<file path="src/rtl/cell_bank_scheduler_if.sv">
// Requester, status and RAM-port bundle for cell_bank_scheduler.
// The slave modport is the scheduler's view; the master modport is the surrounding top level.
interface cell_bank_scheduler_if #(
   parameter int ADDR_W = 24,
   parameter int GEN_W  = 16
);
   logic              load_req;
   logic              load_gnt;
   logic              load_wen;
   logic [ADDR_W-1:0] load_addr;
   logic              load_data;
   logic              evo_en;
   logic              evo_rreq;
   logic [ADDR_W-1:0] evo_raddr;
   logic              evo_rgnt;
   logic              evo_rvalid;
   logic              evo_rdata;
   logic              evo_wen;
   logic [ADDR_W-1:0] evo_waddr;
   logic              evo_wdata;
   logic              gen_done;
   logic              vga_ren;
   logic [ADDR_W-1:0] vga_addr;
   logic              vga_rvalid;
   logic              vga_rdata;
   logic              edit_req;
   logic [ADDR_W-1:0] edit_addr;
   logic              edit_busy;
   logic              edit_done;
   logic              cur_bank;
   logic [GEN_W-1:0]  gen_count;
   logic [ADDR_W-1:0] ram0_addr;
   logic              ram0_wren;
   logic              ram0_rden;
   logic              ram0_data;
   logic              ram0_q;
   logic [ADDR_W-1:0] ram1_addr;
   logic              ram1_wren;
   logic              ram1_rden;
   logic              ram1_data;
   logic              ram1_q;

   modport slave (
      input  load_req, load_wen, load_addr, load_data,
      input  evo_en, evo_rreq, evo_raddr, evo_wen, evo_waddr, evo_wdata, gen_done,
      input  vga_ren, vga_addr, edit_req, edit_addr, ram0_q, ram1_q,
      output load_gnt, evo_rgnt, evo_rvalid, evo_rdata, vga_rvalid, vga_rdata,
      output edit_busy, edit_done, cur_bank, gen_count,
      output ram0_addr, ram0_wren, ram0_rden, ram0_data,
      output ram1_addr, ram1_wren, ram1_rden, ram1_data
   );

   modport master (
      output load_req, load_wen, load_addr, load_data,
      output evo_en, evo_rreq, evo_raddr, evo_wen, evo_waddr, evo_wdata, gen_done,
      output vga_ren, vga_addr, edit_req, edit_addr, ram0_q, ram1_q,
      input  load_gnt, evo_rgnt, evo_rvalid, evo_rdata, vga_rvalid, vga_rdata,
      input  edit_busy, edit_done, cur_bank, gen_count,
      input  ram0_addr, ram0_wren, ram0_rden, ram0_data,
      input  ram1_addr, ram1_wren, ram1_rden, ram1_data
   );
endinterface

</file>
<file path="src/rtl/cell_bank_scheduler.sv">
// Shares the current/next generation cell banks between loader, evolution engine,
// VGA scanner and the read-modify-write cell editor; flips banks per generation.
module cell_bank_scheduler #(
   parameter int ADDR_W = 24,
   parameter int GEN_W  = 16
) (
   input logic                  clk_vga,
   input logic                  reset_n,
   cell_bank_scheduler_if.slave bus
);
   localparam logic [2:0] ST_IDLE = 3'd0;
   localparam logic [2:0] ST_LOAD = 3'd1;
   localparam logic [2:0] ST_RUN  = 3'd2;
   localparam logic [2:0] ST_E_RD = 3'd3;
   localparam logic [2:0] ST_E_WT = 3'd4;
   localparam logic [2:0] ST_E_WR = 3'd5;

   logic [2:0]        state_r, state_nxt_s;
   logic              cur_bank_r;
   logic [GEN_W-1:0]  gen_count_r;
   logic [ADDR_W-1:0] edit_addr_r;
   logic              old_r, load_gnt_r, edit_busy_r, edit_done_r;
   logic              vga_rvalid_r, evo_rvalid_r, rd_bank_r, white_r;
   logic              cur_rden_s, cur_wren_s, cur_data_s;
   logic [ADDR_W-1:0] cur_addr_s;
   logic              nxt_wren_s, nxt_data_s;
   logic [ADDR_W-1:0] nxt_addr_s;
   logic              evo_rgnt_s, edit_wr_s, gen_step_s, q_sel_s;

   assign evo_rgnt_s = (state_r == ST_RUN) & bus.evo_rreq & ~bus.vga_ren;
   assign edit_wr_s  = (state_r == ST_E_WR) & ~bus.vga_ren;
   assign gen_step_s = (state_r == ST_RUN) & bus.gen_done & ~bus.load_req;

   // Next-state decode; load beats edit beats evolution when leaving IDLE.
   always_comb begin
      state_nxt_s = state_r;
      case (state_r)
         ST_IDLE: begin
            if (bus.load_req)      state_nxt_s = ST_LOAD;
            else if (bus.edit_req) state_nxt_s = ST_E_RD;
            else if (bus.evo_en)   state_nxt_s = ST_RUN;
            else                   state_nxt_s = ST_IDLE;
         end
         ST_LOAD: state_nxt_s = bus.load_req ? ST_LOAD : ST_IDLE;
         ST_RUN: begin
            if (bus.load_req)    state_nxt_s = ST_LOAD;
            else if (bus.evo_en) state_nxt_s = ST_RUN;
            else                 state_nxt_s = ST_IDLE;
         end
         ST_E_RD: state_nxt_s = bus.vga_ren ? ST_E_RD : ST_E_WT;
         ST_E_WT: state_nxt_s = ST_E_WR;
         ST_E_WR: state_nxt_s = bus.vga_ren ? ST_E_WR : ST_IDLE;
         default: state_nxt_s = ST_IDLE;
      endcase
   end

   // Logical port muxing: "cur" is the displayed bank, "nxt" the bank being built.
   always_comb begin
      cur_rden_s = 1'b0;
      cur_wren_s = 1'b0;
      cur_addr_s = '0;
      cur_data_s = 1'b0;
      nxt_wren_s = 1'b0;
      nxt_addr_s = '0;
      nxt_data_s = 1'b0;
      if (state_r == ST_LOAD) begin
         if (bus.load_wen) begin
            cur_wren_s = 1'b1;
            cur_addr_s = bus.load_addr;
            cur_data_s = bus.load_data;
            nxt_wren_s = 1'b1;
            nxt_addr_s = bus.load_addr;
            nxt_data_s = bus.load_data;
         end else begin
            cur_wren_s = 1'b0;
         end
      end else begin
         if (bus.vga_ren) begin
            cur_rden_s = 1'b1;
            cur_addr_s = bus.vga_addr;
         end else if (evo_rgnt_s) begin
            cur_rden_s = 1'b1;
            cur_addr_s = bus.evo_raddr;
         end else if (state_r == ST_E_RD) begin
            cur_rden_s = 1'b1;
            cur_addr_s = edit_addr_r;
         end else if (edit_wr_s) begin
            cur_wren_s = 1'b1;
            cur_addr_s = edit_addr_r;
            cur_data_s = ~old_r;
         end else begin
            cur_rden_s = 1'b0;
         end
         if (edit_wr_s) begin
            nxt_wren_s = 1'b1;
            nxt_addr_s = edit_addr_r;
            nxt_data_s = ~old_r;
         end else if ((state_r == ST_RUN) && bus.evo_wen) begin
            nxt_wren_s = 1'b1;
            nxt_addr_s = bus.evo_waddr;
            nxt_data_s = bus.evo_wdata;
         end else begin
            nxt_wren_s = 1'b0;
         end
      end
   end

   assign bus.ram0_rden = cur_bank_r ? 1'b0       : cur_rden_s;
   assign bus.ram0_wren = cur_bank_r ? nxt_wren_s : cur_wren_s;
   assign bus.ram0_addr = cur_bank_r ? nxt_addr_s : cur_addr_s;
   assign bus.ram0_data = cur_bank_r ? nxt_data_s : cur_data_s;
   assign bus.ram1_rden = cur_bank_r ? cur_rden_s : 1'b0;
   assign bus.ram1_wren = cur_bank_r ? cur_wren_s : nxt_wren_s;
   assign bus.ram1_addr = cur_bank_r ? cur_addr_s : nxt_addr_s;
   assign bus.ram1_data = cur_bank_r ? cur_data_s : nxt_data_s;

   // Returning read data follows the bank captured at issue, not the live pointer.
   assign q_sel_s = rd_bank_r ? bus.ram1_q : bus.ram0_q;

   // State, bank pointer, generation counter and registered status outputs.
   always_ff @(posedge clk_vga or negedge reset_n) begin
      if (!reset_n) begin
         state_r      <= ST_IDLE;
         cur_bank_r   <= 1'b0;
         gen_count_r  <= '0;
         edit_addr_r  <= '0;
         old_r        <= 1'b0;
         load_gnt_r   <= 1'b0;
         edit_busy_r  <= 1'b0;
         edit_done_r  <= 1'b0;
         vga_rvalid_r <= 1'b0;
         evo_rvalid_r <= 1'b0;
         rd_bank_r    <= 1'b0;
         white_r      <= 1'b0;
      end else begin
         state_r      <= state_nxt_s;
         load_gnt_r   <= (state_nxt_s == ST_LOAD);
         edit_busy_r  <= (state_nxt_s == ST_E_RD) || (state_nxt_s == ST_E_WT) ||
                         (state_nxt_s == ST_E_WR);
         edit_done_r  <= edit_wr_s;
         vga_rvalid_r <= bus.vga_ren;
         evo_rvalid_r <= evo_rgnt_s;
         rd_bank_r    <= cur_bank_r;
         white_r      <= (state_r == ST_LOAD);
         if (gen_step_s) begin
            cur_bank_r  <= ~cur_bank_r;
            gen_count_r <= gen_count_r + GEN_W'(1'b1);
         end else if ((state_r != ST_LOAD) && (state_nxt_s == ST_LOAD)) begin
            gen_count_r <= '0;
         end else begin
            gen_count_r <= gen_count_r;
         end
         if ((state_r == ST_IDLE) && (state_nxt_s == ST_E_RD)) begin
            edit_addr_r <= bus.edit_addr;
         end else begin
            edit_addr_r <= edit_addr_r;
         end
         if (state_r == ST_E_WT) begin
            old_r <= q_sel_s;
         end else begin
            old_r <= old_r;
         end
      end
   end

   assign bus.load_gnt   = load_gnt_r;
   assign bus.evo_rgnt   = evo_rgnt_s;
   assign bus.evo_rvalid = evo_rvalid_r;
   assign bus.evo_rdata  = q_sel_s;
   assign bus.vga_rvalid = vga_rvalid_r;
   assign bus.vga_rdata  = (white_r | load_gnt_r) ? 1'b1 : q_sel_s;
   assign bus.edit_busy  = edit_busy_r;
   assign bus.edit_done  = edit_done_r;
   assign bus.cur_bank   = cur_bank_r;
   assign bus.gen_count  = gen_count_r;
endmodule

</file>
<file path="src/flat_wrapper.sv">
// flat-port wrapper written by rule: the top's interface ports become plain ports
module cell_bank_scheduler_flat 
#(
   parameter int ADDR_W = 24,
   parameter int GEN_W  = 16
)
  (clk_vga, reset_n, bus_load_req, bus_load_wen, bus_load_addr, bus_load_data, bus_evo_en, bus_evo_rreq, bus_evo_raddr, bus_evo_wen, bus_evo_waddr, bus_evo_wdata, bus_gen_done, bus_vga_ren, bus_vga_addr, bus_edit_req, bus_edit_addr, bus_ram0_q, bus_ram1_q, bus_load_gnt, bus_evo_rgnt, bus_evo_rvalid, bus_evo_rdata, bus_vga_rvalid, bus_vga_rdata, bus_edit_busy, bus_edit_done, bus_cur_bank, bus_gen_count, bus_ram0_addr, bus_ram0_wren, bus_ram0_rden, bus_ram0_data, bus_ram1_addr, bus_ram1_wren, bus_ram1_rden, bus_ram1_data);
  cell_bank_scheduler_if #(.ADDR_W(ADDR_W), .GEN_W(GEN_W)) bus_i ();
  input logic clk_vga;
  input logic reset_n;
  input wire logic [$bits(bus_i.load_req)-1:0] bus_load_req;
  input wire logic [$bits(bus_i.load_wen)-1:0] bus_load_wen;
  input wire logic [$bits(bus_i.load_addr)-1:0] bus_load_addr;
  input wire logic [$bits(bus_i.load_data)-1:0] bus_load_data;
  input wire logic [$bits(bus_i.evo_en)-1:0] bus_evo_en;
  input wire logic [$bits(bus_i.evo_rreq)-1:0] bus_evo_rreq;
  input wire logic [$bits(bus_i.evo_raddr)-1:0] bus_evo_raddr;
  input wire logic [$bits(bus_i.evo_wen)-1:0] bus_evo_wen;
  input wire logic [$bits(bus_i.evo_waddr)-1:0] bus_evo_waddr;
  input wire logic [$bits(bus_i.evo_wdata)-1:0] bus_evo_wdata;
  input wire logic [$bits(bus_i.gen_done)-1:0] bus_gen_done;
  input wire logic [$bits(bus_i.vga_ren)-1:0] bus_vga_ren;
  input wire logic [$bits(bus_i.vga_addr)-1:0] bus_vga_addr;
  input wire logic [$bits(bus_i.edit_req)-1:0] bus_edit_req;
  input wire logic [$bits(bus_i.edit_addr)-1:0] bus_edit_addr;
  input wire logic [$bits(bus_i.ram0_q)-1:0] bus_ram0_q;
  input wire logic [$bits(bus_i.ram1_q)-1:0] bus_ram1_q;
  output wire logic [$bits(bus_i.load_gnt)-1:0] bus_load_gnt;
  output wire logic [$bits(bus_i.evo_rgnt)-1:0] bus_evo_rgnt;
  output wire logic [$bits(bus_i.evo_rvalid)-1:0] bus_evo_rvalid;
  output wire logic [$bits(bus_i.evo_rdata)-1:0] bus_evo_rdata;
  output wire logic [$bits(bus_i.vga_rvalid)-1:0] bus_vga_rvalid;
  output wire logic [$bits(bus_i.vga_rdata)-1:0] bus_vga_rdata;
  output wire logic [$bits(bus_i.edit_busy)-1:0] bus_edit_busy;
  output wire logic [$bits(bus_i.edit_done)-1:0] bus_edit_done;
  output wire logic [$bits(bus_i.cur_bank)-1:0] bus_cur_bank;
  output wire logic [$bits(bus_i.gen_count)-1:0] bus_gen_count;
  output wire logic [$bits(bus_i.ram0_addr)-1:0] bus_ram0_addr;
  output wire logic [$bits(bus_i.ram0_wren)-1:0] bus_ram0_wren;
  output wire logic [$bits(bus_i.ram0_rden)-1:0] bus_ram0_rden;
  output wire logic [$bits(bus_i.ram0_data)-1:0] bus_ram0_data;
  output wire logic [$bits(bus_i.ram1_addr)-1:0] bus_ram1_addr;
  output wire logic [$bits(bus_i.ram1_wren)-1:0] bus_ram1_wren;
  output wire logic [$bits(bus_i.ram1_rden)-1:0] bus_ram1_rden;
  output wire logic [$bits(bus_i.ram1_data)-1:0] bus_ram1_data;
  assign bus_i.load_req = bus_load_req;
  assign bus_i.load_wen = bus_load_wen;
  assign bus_i.load_addr = bus_load_addr;
  assign bus_i.load_data = bus_load_data;
  assign bus_i.evo_en = bus_evo_en;
  assign bus_i.evo_rreq = bus_evo_rreq;
  assign bus_i.evo_raddr = bus_evo_raddr;
  assign bus_i.evo_wen = bus_evo_wen;
  assign bus_i.evo_waddr = bus_evo_waddr;
  assign bus_i.evo_wdata = bus_evo_wdata;
  assign bus_i.gen_done = bus_gen_done;
  assign bus_i.vga_ren = bus_vga_ren;
  assign bus_i.vga_addr = bus_vga_addr;
  assign bus_i.edit_req = bus_edit_req;
  assign bus_i.edit_addr = bus_edit_addr;
  assign bus_i.ram0_q = bus_ram0_q;
  assign bus_i.ram1_q = bus_ram1_q;
  assign bus_load_gnt = bus_i.load_gnt;
  assign bus_evo_rgnt = bus_i.evo_rgnt;
  assign bus_evo_rvalid = bus_i.evo_rvalid;
  assign bus_evo_rdata = bus_i.evo_rdata;
  assign bus_vga_rvalid = bus_i.vga_rvalid;
  assign bus_vga_rdata = bus_i.vga_rdata;
  assign bus_edit_busy = bus_i.edit_busy;
  assign bus_edit_done = bus_i.edit_done;
  assign bus_cur_bank = bus_i.cur_bank;
  assign bus_gen_count = bus_i.gen_count;
  assign bus_ram0_addr = bus_i.ram0_addr;
  assign bus_ram0_wren = bus_i.ram0_wren;
  assign bus_ram0_rden = bus_i.ram0_rden;
  assign bus_ram0_data = bus_i.ram0_data;
  assign bus_ram1_addr = bus_i.ram1_addr;
  assign bus_ram1_wren = bus_i.ram1_wren;
  assign bus_ram1_rden = bus_i.ram1_rden;
  assign bus_ram1_data = bus_i.ram1_data;
  cell_bank_scheduler #(.ADDR_W(ADDR_W), .GEN_W(GEN_W)) u_core (.clk_vga(clk_vga), .reset_n(reset_n), .bus(bus_i));
endmodule
</file>
<file path="config.mk">
export PLATFORM = sky130hd
export DESIGN_NAME = cell_bank_scheduler_flat
export DESIGN_NICKNAME = d
export VERILOG_FILES = /design/src/rtl/cell_bank_scheduler_if.sv /design/src/rtl/cell_bank_scheduler.sv /design/src/flat_wrapper.sv
export SDC_FILE = /design/constraint.sdc
export NUM_CORES = 1
export LEC_CHECK = 0
export CORE_ASPECT_RATIO = 0.8
export CORE_MARGIN = 1.5
export CORE_UTILIZATION = 45
export DETAILED_ROUTE_END_ITERATION = 7
export PLACE_DENSITY = 0.94
export SYNTH_ARGS = -nofsm -noshare
export SYNTH_HDL_FRONTEND = slang
export SYNTH_SLANG_ARGS = --single-unit
</file>
<file path="constraint.sdc">
create_clock -name clk_vga -period 3.3 [get_ports clk_vga]
set_input_delay 0.66 -clock clk_vga [delete_from_list [all_inputs] [get_ports clk_vga]]
set_output_delay 0.66 -clock clk_vga [all_outputs]
set_load 0.02 [all_outputs]
</file>
==> results of run 1 <==
## path summary, 6_finish.rpt
check | to | slack (ns)
min in group clk_vga | u_core.bus.gen_count[15]$_DFFE_PN0P_ | 0.49
min | u_core.bus.gen_count[12]$_DFFE_PN0P_ | 0.26
min reg2reg | u_core.bus.gen_count[15]$_DFFE_PN0P_ | 0.49
max | bus_ram1_addr[13] | 0.04
max reg2reg | u_core.bus.gen_count[15]$_DFFE_PN0P_ | 1.39
max in group asynchronous | u_core.bus.cur_bank$_DFFE_PN0P_ | 2.39
## synthesized netlist by cell type, drive strengths merged (4+ instances only)
master	count	area, um^2
a211oi	49	418
a21oi	79	395
a221oi	48	483
buf	22	123
clkbuf	33	124
dfrtp	52	1300
inv	7	26.3
mux2	25	282
nand2	44	165
nand2b	28	175
nand3	54	270
nor2	8	30.0
nor3	5	25.0
nor3b	5	53.8
o21ai	18	90.1
or3	4	25.0
or3b	4	35.0
## power by group through the flow
stage / Combinational [mW] / Sequential (mW) / Clock, mW
3_3_place_gp: 4.86 / 1.07 / 0
3_5_place_dp: 4.94 / 1.09 / 0
5_1_grt: 4.92 / 1.12 / 0.576
2_1_floorplan: 2.92 / 1.06 / 0
6_report: 4.62 / 1.08 / 0.544
4_1_cts: 4.59 / 1.07 / 0.549
## metal layers
layer  up-vias  routed length [um]  track usage (%)
met5         -                   0                0
met4         0                 595             14.3
met3        63                1580             7.92
met2       337                8220             53.3
met1      2599                6920             42.9
li1       2397                   -                -
## cell type report
| type | instances | area share [%] |
|---|---|---|
| sequential | 52 | 19.4 |
| clock buffer | 5 | 1.86 |
| timing repair buffer | 242 | 35.1 |
| multi-input combinational | 408 | 40.7 |
| tap | 115 | 2.14 |
| inverter | 8 | 0.447 |
| clock inverter | 3 | 0.372 |
## worst reg2reg max path, cell delays in order (launching register included)
cell and delay (ns):
sky130_fd_sc_hd__dfrtp_1 0.43, sky130_fd_sc_hd__buf_4 0.24, sky130_fd_sc_hd__nor3b_2 0.21, sky130_fd_sc_hd__buf_4 0.15, sky130_fd_sc_hd__nand2_1 0.16, sky130_fd_sc_hd__nor4_1 0.41, sky130_fd_sc_hd__mux2i_1 0.23
## cell families (layout without fill, tap and decap cells)
group	after synthesis	after routing	synth area share, %
compound gates	208	208	34.8
simple gates	168	168	20.6
buf+inv	63	258	6.41
flops	52	52	30.2
mux	28	28	7.22
xor+xnor	3	3	0.609
fa+ha+maj	1	1	0.290
## through the flow
stage / cell area, um^2 / worst slack, ns
after floorplan: 4320 / 0.416
after global placement: 6590 / -0.0957
after detailed placement: 6590 / -0.186
after CTS: 6720 / 0.000000888
after global routing: 6720 / 0.00178
final: 6720 / 0.0438
## what timing repair did
| action | 4_1_cts | 5_1_grt |
|---|---|---|
| endpoints found under the setup margin | 47 | 17 |
| pin swaps | 1 | 0 |
| hold buffers | 0 | 0 |
| setup buffers | 1 | 0 |
| gates resized for setup | 45 | 29 |
| cloned | 1 | 0 |
==> reports/qor_table.md, run 1 <==
| Group | Parameter | Reported |
|---|---|---|
| final layout | Synthesis-to-layout area growth | 55.8% |
| setup path | Cell with the biggest individual delay on the critical path | sky130_fd_sc_hd__dfrtp_1 |
| final layout | Post-layout nets | 852 |
| drt | Vias per Instance | 6.48 |
| floorplanning | Die Width | 112 um |
| drt | Initial DRC count | 409 |
| yosys | #FFs+latches synth | 52 |
| clock network | Clock Sinks | 52 |
| sta | Setup-failing EPs final | 0 |
| sta | Slew at the pin with the worst max-slew slack | 0.517 ns |
| sta | Worst clock skew | 0.00907 ns |
| place | Weighted congestion at the end of routability-driven global placement | 0.882 |
| drt | Drt first pass iters | 7 |
| global route | Number of antenna violations at the first check in global routing | 0 |
| clock network | Clock tree from TritonCTS | yes |
| final layout | Diode insertion count for antenna repair | 0 |
| drt | Number of remaining DRC errors | 9 |
| setup path | Maximum cell stage delay along the critical path | 0.43 ns |
| drt | Number of antenna-violating nets in the routed design | 0 |
| setup path | Path type of the worst setup path | register to primary output |
| power | Share of total power in combinational logic | 73.9% |
| final layout | Flip-flop count of the largest register after layout | 24 |
| setup path | Chain of cells forming the critical path | or3b_1 > nor3b_4 > buf_4 > bufbuf_16 > a221oi_1 > a211oi_1 > clkdlybuf4s15_1 |
| setup path | CP top delay family | buffers and inverters |
| drt | Routed len/inst | 20.8 um |
| setup path | CP Depth | 7 |
| floorplanning | Die Span Y | 90.6 um |
| drt | Vias post-DR | 5,396 |
| sta | Minimum hold slack | 0.258 ns |
| setup path | CP Data Arrival Time | 2.60 ns |
| yosys | Synth async-reset ratio | 100% |
| clock network | Number of H-tree levels | 2 |
| final layout | Leading cell type in the layout, fill and taps excluded | sky130_fd_sc_hd__clkdlybuf4s50_1 |
| sta | Final Max Slew Viols | 0 |
| power | Internal power contribution | 2.98 mW |
| sta | Endpoints failing hold | 0 |
| clock network | Clock-pin slew of the registers on the worst-case setup and hold paths | 0.08 ns |
| clock network | Source-to-sink clock delay at the later pin of the worst-skew pair | 0.29 ns |
| power | Sequential power share | 17.4% |
| final layout | Most used cells in the layout excluding fill and tap cells | sky130_fd_sc_hd__clkdlybuf4s50_1 (160), sky130_fd_sc_hd__a21oi_1 (79), sky130_fd_sc_hd__nand3_1 (54) |
| final layout | Total area of sequential cells | 1300 um^2 |
| final layout | Layout cell share with drive strength beyond 1 | 13.6% |
| flow run | Max-cap viol count | 0 |
| setup path | CP Capture Type | primary output |
| floorplanning | Top-Level Pins | 213 |
| power | Clock network power share | 8.7% |
| floorplanning | Number of rows created at floorplan | 31 |
| setup path | Buffer and inverter count on the worst path | 3 |
| yosys | Dominant register cell in the synthesized netlist | sky130_fd_sc_hd__dfrtp_1 |
| setup path | Worst reg2reg path startpoint | u_core.state_r[2]$_DFF_PN0_ |
| status | Violated checks | DRC |
| yosys | Cell variety after synth | 48 |
| yosys | Post-synth net total | 658 |
| setup path | Max FO, Critical Path | 21 |
| final layout | Layout Cells excl Fill | 833 |
| sta | Fin crit period | 3.26 ns |
| final layout | Reg with most FFs | u_core.edit_addr_r |
| power | Share of total power consumed by net switching | 52.3% |
| sta | Setup repair after global routing missed its margin | false |
| power | Power after layout | 6.24 mW |
| yosys | Warnings, synthesis | 0 |
| clock network | Buffer levels on the longest clock path | 2 |
| power | Power Dens Cells | 929 nW/um^2 |
| setup path | Beginning of the critical path | u_core.state_r[2]$_DFF_PN0_ |
| clock network | Root buffer cell | sky130_fd_sc_hd__clkbuf_16 |
| final layout | Final design utilization | 73.1% |
| place | Port Buf Inserts | 212 |
| global route | GRT Resource Usage Total | 33.3% |
| floorplanning | Starting density of the core | 46.9% |
| clock network | Clock buffer count from CTS | 5 |
| global route | Maximum number of pins on one net before global-route repair | 51 |
| sta | Highest clock rate | 307 MHz |
| global route | Vias in the first global route | 5,323 |
| power | Switching component of the power | 3.27 mW |
| setup path | R2r worst-path depth | 6 |
| setup path | Worst Setup Start Kind | register |
| yosys | Sequential area share after synthesis | 30.2% |
| global route | Global-route wire length before repair | 27,300 um |
| power | Maximum vdd drop | 0.000596 V |
| sta | Final cycle utilization of the critical path | 98.7% |
| final layout | Number of filler instances in the final layout | 702 |
| sta | Relative slew margins | 65.5% |
| global route | Remaining global-route overflow | 0 |
| yosys | Post-Synthesis Cells | 523 |
| yosys | Post-synthesis average cell area | 8.25 um^2 |
| drt | Wire length reported by the detailed router | 17,300 um |
| sta | Aggregate negative setup slack | 0 ns |
| place | Number of cells after detailed placement | 823 |
| final layout | Total area of multi-input combinational cells | 2740 um^2 |
| place | Post-detailed-placement half-perimeter wirelength | 12,500 um |
| floorplanning | Area of the core | 9190 um^2 |
| floorplanning | Area of the die | 10,200 um^2 |
| status | Status | finished, violations left |
| worst hold path | Tightest Hold Check Type | input port to async pin |
| setup path | Required time worst endpoint | 2.64 ns |
| power | Static Leakage | 2.71 nW |
| yosys | Number of enable flip-flop cells after synthesis | 0 |
| yosys | Synth Cell Area | 4320 um^2 |
Note: power is estimated with default switching activity, not from simulation.
==> run 2: changes to the inputs <==
Settings changed: CORE_UTILIZATION 45 to 42, PLACE_DENSITY 0.94 to 0.89.
Clock period 3.3 ns to 3 ns, I/O delays scaled along.
==> reports/qor_table.md, run 2 (synthesis results as in run 1) <==
| Group | Parameter | Reported | Delta |
|---|---|---|---|
| status | Status | finished clean | was finished, violations left |
| drt | Wire length reported by the detailed router | 17,800 um | was 17,300 um |
| global route | Vias in the first global route | 5,248 | was 5,323 |
| setup path | Beginning of the critical path | u_core.state_r[1]$_DFF_PN0_ | was u_core.state_r[2]$_DFF_PN0_ |
| final layout | Synthesis-to-layout area growth | 54.5% | was 55.8% |
| final layout | Final design utilization | 67.9% | was 73.1% |
| place | Post-detailed-placement half-perimeter wirelength | 12,600 um | was 12,500 um |
| sta | Setup-failing EPs final | 0 | unchanged |
| power | Maximum vdd drop | 0.000674 V | was 0.000596 V |
| final layout | Most used cells in the layout excluding fill and tap cells | sky130_fd_sc_hd__clkdlybuf4s50_1 (157), sky130_fd_sc_hd__a21oi_1 (79), sky130_fd_sc_hd__nand3_1 (54) | was sky130_fd_sc_hd__clkdlybuf4s50_1 (160), sky130_fd_sc_hd__a21oi_1 (79), sky130_fd_sc_hd__nand3_1 (54) |
| sta | Fin crit period | 2.96 ns |  |
| flow run | Max-cap viol count | 0 | unchanged |
| setup path | Reg2reg setup slack | 0.90 ns | was 1.39 ns |
| clock network | Buffer levels on the longest clock path | 2 | unchanged |
| setup path | Max FO, Critical Path | 25 | was 21 |
| setup path | Required time worst endpoint | 2.40 ns | was 2.64 ns |
| setup path | CP Capture Type | primary output | unchanged |
| setup path | Worst reg2reg path startpoint | u_core.state_r[1]$_DFF_PN0_ | was u_core.state_r[2]$_DFF_PN0_ |
| global route | Maximum number of pins on one net before global-route repair | 55 | was 51 |
| setup path | Worst Setup Start Kind | register | unchanged |
| floorplanning | Starting density of the core | 44.0% | was 46.9% |
| sta | Worst clock skew | 0.00569 ns | was 0.00907 ns |
| sta | Highest clock rate | 337 MHz |  |
| sta | Relative slew margins | 54.6% | was 65.5% |
| final layout | Leading cell type in the layout, fill and taps excluded | sky130_fd_sc_hd__clkdlybuf4s50_1 | unchanged |
| sta | Slew at the pin with the worst max-slew slack | 0.681 ns | was 0.517 ns |
| place | Weighted congestion at the end of routability-driven global placement | 0.893 | was 0.882 |
| final layout | Number of filler instances in the final layout | 838 | was 702 |
| drt | Number of antenna-violating nets in the routed design | 0 | unchanged |
| clock network | Clock-pin slew of the registers on the worst-case setup and hold paths | 0.07 ns | was 0.08 ns |
| worst hold path | Tightest Hold Check Type | input port to async pin | unchanged |
| setup path | R2r worst-path depth | 7 | was 6 |
| place | Port Buf Inserts | 212 | unchanged |
| floorplanning | Area of the die | 10,900 um^2 | was 10,200 um^2 |
| power | Power Dens Cells | 1030 nW/um^2 | was 929 nW/um^2 |
| drt | Vias post-DR | 5,383 | was 5,396 |
| setup path | CP Data Arrival Time | 2.36 ns | was 2.60 ns |
| floorplanning | Area of the core | 9810 um^2 | was 9190 um^2 |
| floorplanning | Number of rows created at floorplan | 32 | was 31 |
| setup path | Path type of the worst setup path | register to primary output | unchanged |
| clock network | Clock buffer count from CTS | 5 | unchanged |
| floorplanning | Top-Level Pins | 213 | unchanged |
| power | Static Leakage | 2.66 nW | was 2.71 nW |
| global route | Number of antenna violations at the first check in global routing | 0 | unchanged |
| final layout | Flip-flop count of the largest register after layout | 24 | unchanged |
| drt | Vias per Instance | 6.25 | was 6.48 |
| global route | Remaining global-route overflow | 0 | unchanged |
| global route | GRT Resource Usage Total | 32.5% | was 33.3% |
| drt | Initial DRC count | 469 | was 409 |
| clock network | Source-to-sink clock delay at the later pin of the worst-skew pair | 0.30 ns | was 0.29 ns |
| global route | Global-route wire length before repair | 27,400 um | was 27,300 um |
| setup path | Setup crit end | bus_ram0_addr[10] | was bus_ram1_addr[13] |
| sta | Endpoints failing hold | 0 | unchanged |
| floorplanning | Die Width | 116 um | was 112 um |
| drt | Number of remaining DRC errors | 0 | was 9 |
| setup path | Worst reg2reg endpoint | u_core.bus.gen_count[13]$_DFFE_PN0P_ | was u_core.bus.gen_count[15]$_DFFE_PN0P_ |
| final layout | Layout cell share with drive strength beyond 1 | 21.1% | was 13.6% |
| clock network | Cts hold-fix bufs | 0 | unchanged |
| clock network | Clock Sinks | 52 | unchanged |
| clock network | Number of H-tree levels | 2 | unchanged |
| final layout | Post-layout nets | 859 | was 852 |
| final layout | Reg with most FFs | u_core.edit_addr_r | unchanged |
| clock network | Clock tree from TritonCTS | yes | unchanged |
| drt | Routed len/inst | 20.6 um | was 20.8 um |
| sta | Final cycle utilization of the critical path | 98.8% |  |
| floorplanning | Die Span Y | 93.7 um | was 90.6 um |
| sta | Final Max Slew Viols | 0 | unchanged |
| power | Power after layout | 6.89 mW | was 6.24 mW |
| clock network | Root buffer cell | sky130_fd_sc_hd__clkbuf_16 | unchanged |
| drt | Drt first pass iters | 5 | was 7 |
| final layout | Diode insertion count for antenna repair | 0 | unchanged |
## run 2: worst min path at each step
stage	startpoint	end	depth (start not counted)
global route	reset_n	u_core.edit_addr_r[18]$_DFFE_PN0P_	2
floorplan	reset_n	u_core.bus.cur_bank$_DFFE_PN0P_	0
global placement	u_core.bus.gen_count[15]$_DFFE_PN0P_	u_core.bus.gen_count[15]$_DFFE_PN0P_	1
finish	reset_n	u_core.edit_addr_r[20]$_DFFE_PN0P_	2
CTS	reset_n	u_core.bus.gen_count[12]$_DFFE_PN0P_	2
detailed placement	u_core.bus.gen_count[15]$_DFFE_PN0P_	u_core.bus.gen_count[15]$_DFFE_PN0P_	1
## run 2: layer usage
layer	track usage (%)	share of wire (%)
met1	41.2	39
met3	6.71	7.7
met5	0	0
met4	12.5	4.0
met2	54.4	49
## run 2: per-stage QoR
step	hold WS (ns)	cells	setup WS, ns	cell area [um^2]	TNS, ns
6_report	0.414	861	0.0356	6670	0
5_1_grt	0.500	861	-0.0378	6670	-0.108
4_1_cts	0.456	859	0.0000480	6830	0
3_5_place_dp	0.494	847	-0.318	6660	-12.36
3_3_place_gp	0.468	847	-0.299	6660	-10.81
2_1_floorplan	0.304	523	0.236	4320	0
## run 2: final cells by class
class                           instances  area [um^2]  share of cell area, %
Multi-Input combinational cell        408         2750                   41.2
Timing Repair Buffer                  249         2250                   33.7
Sequential cell                        52         1300                   19.5
Tap cell                              136          170                   2.55
Clock buffer                            5          125                   1.88
Clock inverter                          3         42.5                  0.638
Inverter                                8         30.0                  0.451
## run 2: power breakdown
| part | internal (mW) | leakage [nW] | switching [mW] |
|---|---|---|---|
| Sequential | 0.937 | 0.657 | 0.263 |
| Combinational | 1.92 | 1.92 | 3.11 |
| Clock | 0.393 | 0.0798 | 0.271 |
| Total | 3.25 | 2.66 | 3.64 |
## run 2: timing repair
action	in CTS	in global routing
pin swaps	1	2
endpoints found under the setup margin	52	52
setup buffers	3	2
hold endpoints to repair	0	0
cloned	1	0
gates resized for setup	71	132
## run 2: worst max-delay path, stage by stage (launching register included)
cell and delay, ns:
sky130_fd_sc_hd__dfrtp_1 0.43, sky130_fd_sc_hd__or3b_1 0.44, sky130_fd_sc_hd__nor3b_4 0.22, sky130_fd_sc_hd__buf_4 0.17
sky130_fd_sc_hd__buf_16 0.19, sky130_fd_sc_hd__a221oi_2 0.09, sky130_fd_sc_hd__a211oi_2 0.19, sky130_fd_sc_hd__clkdlybuf4s15_1 0.33
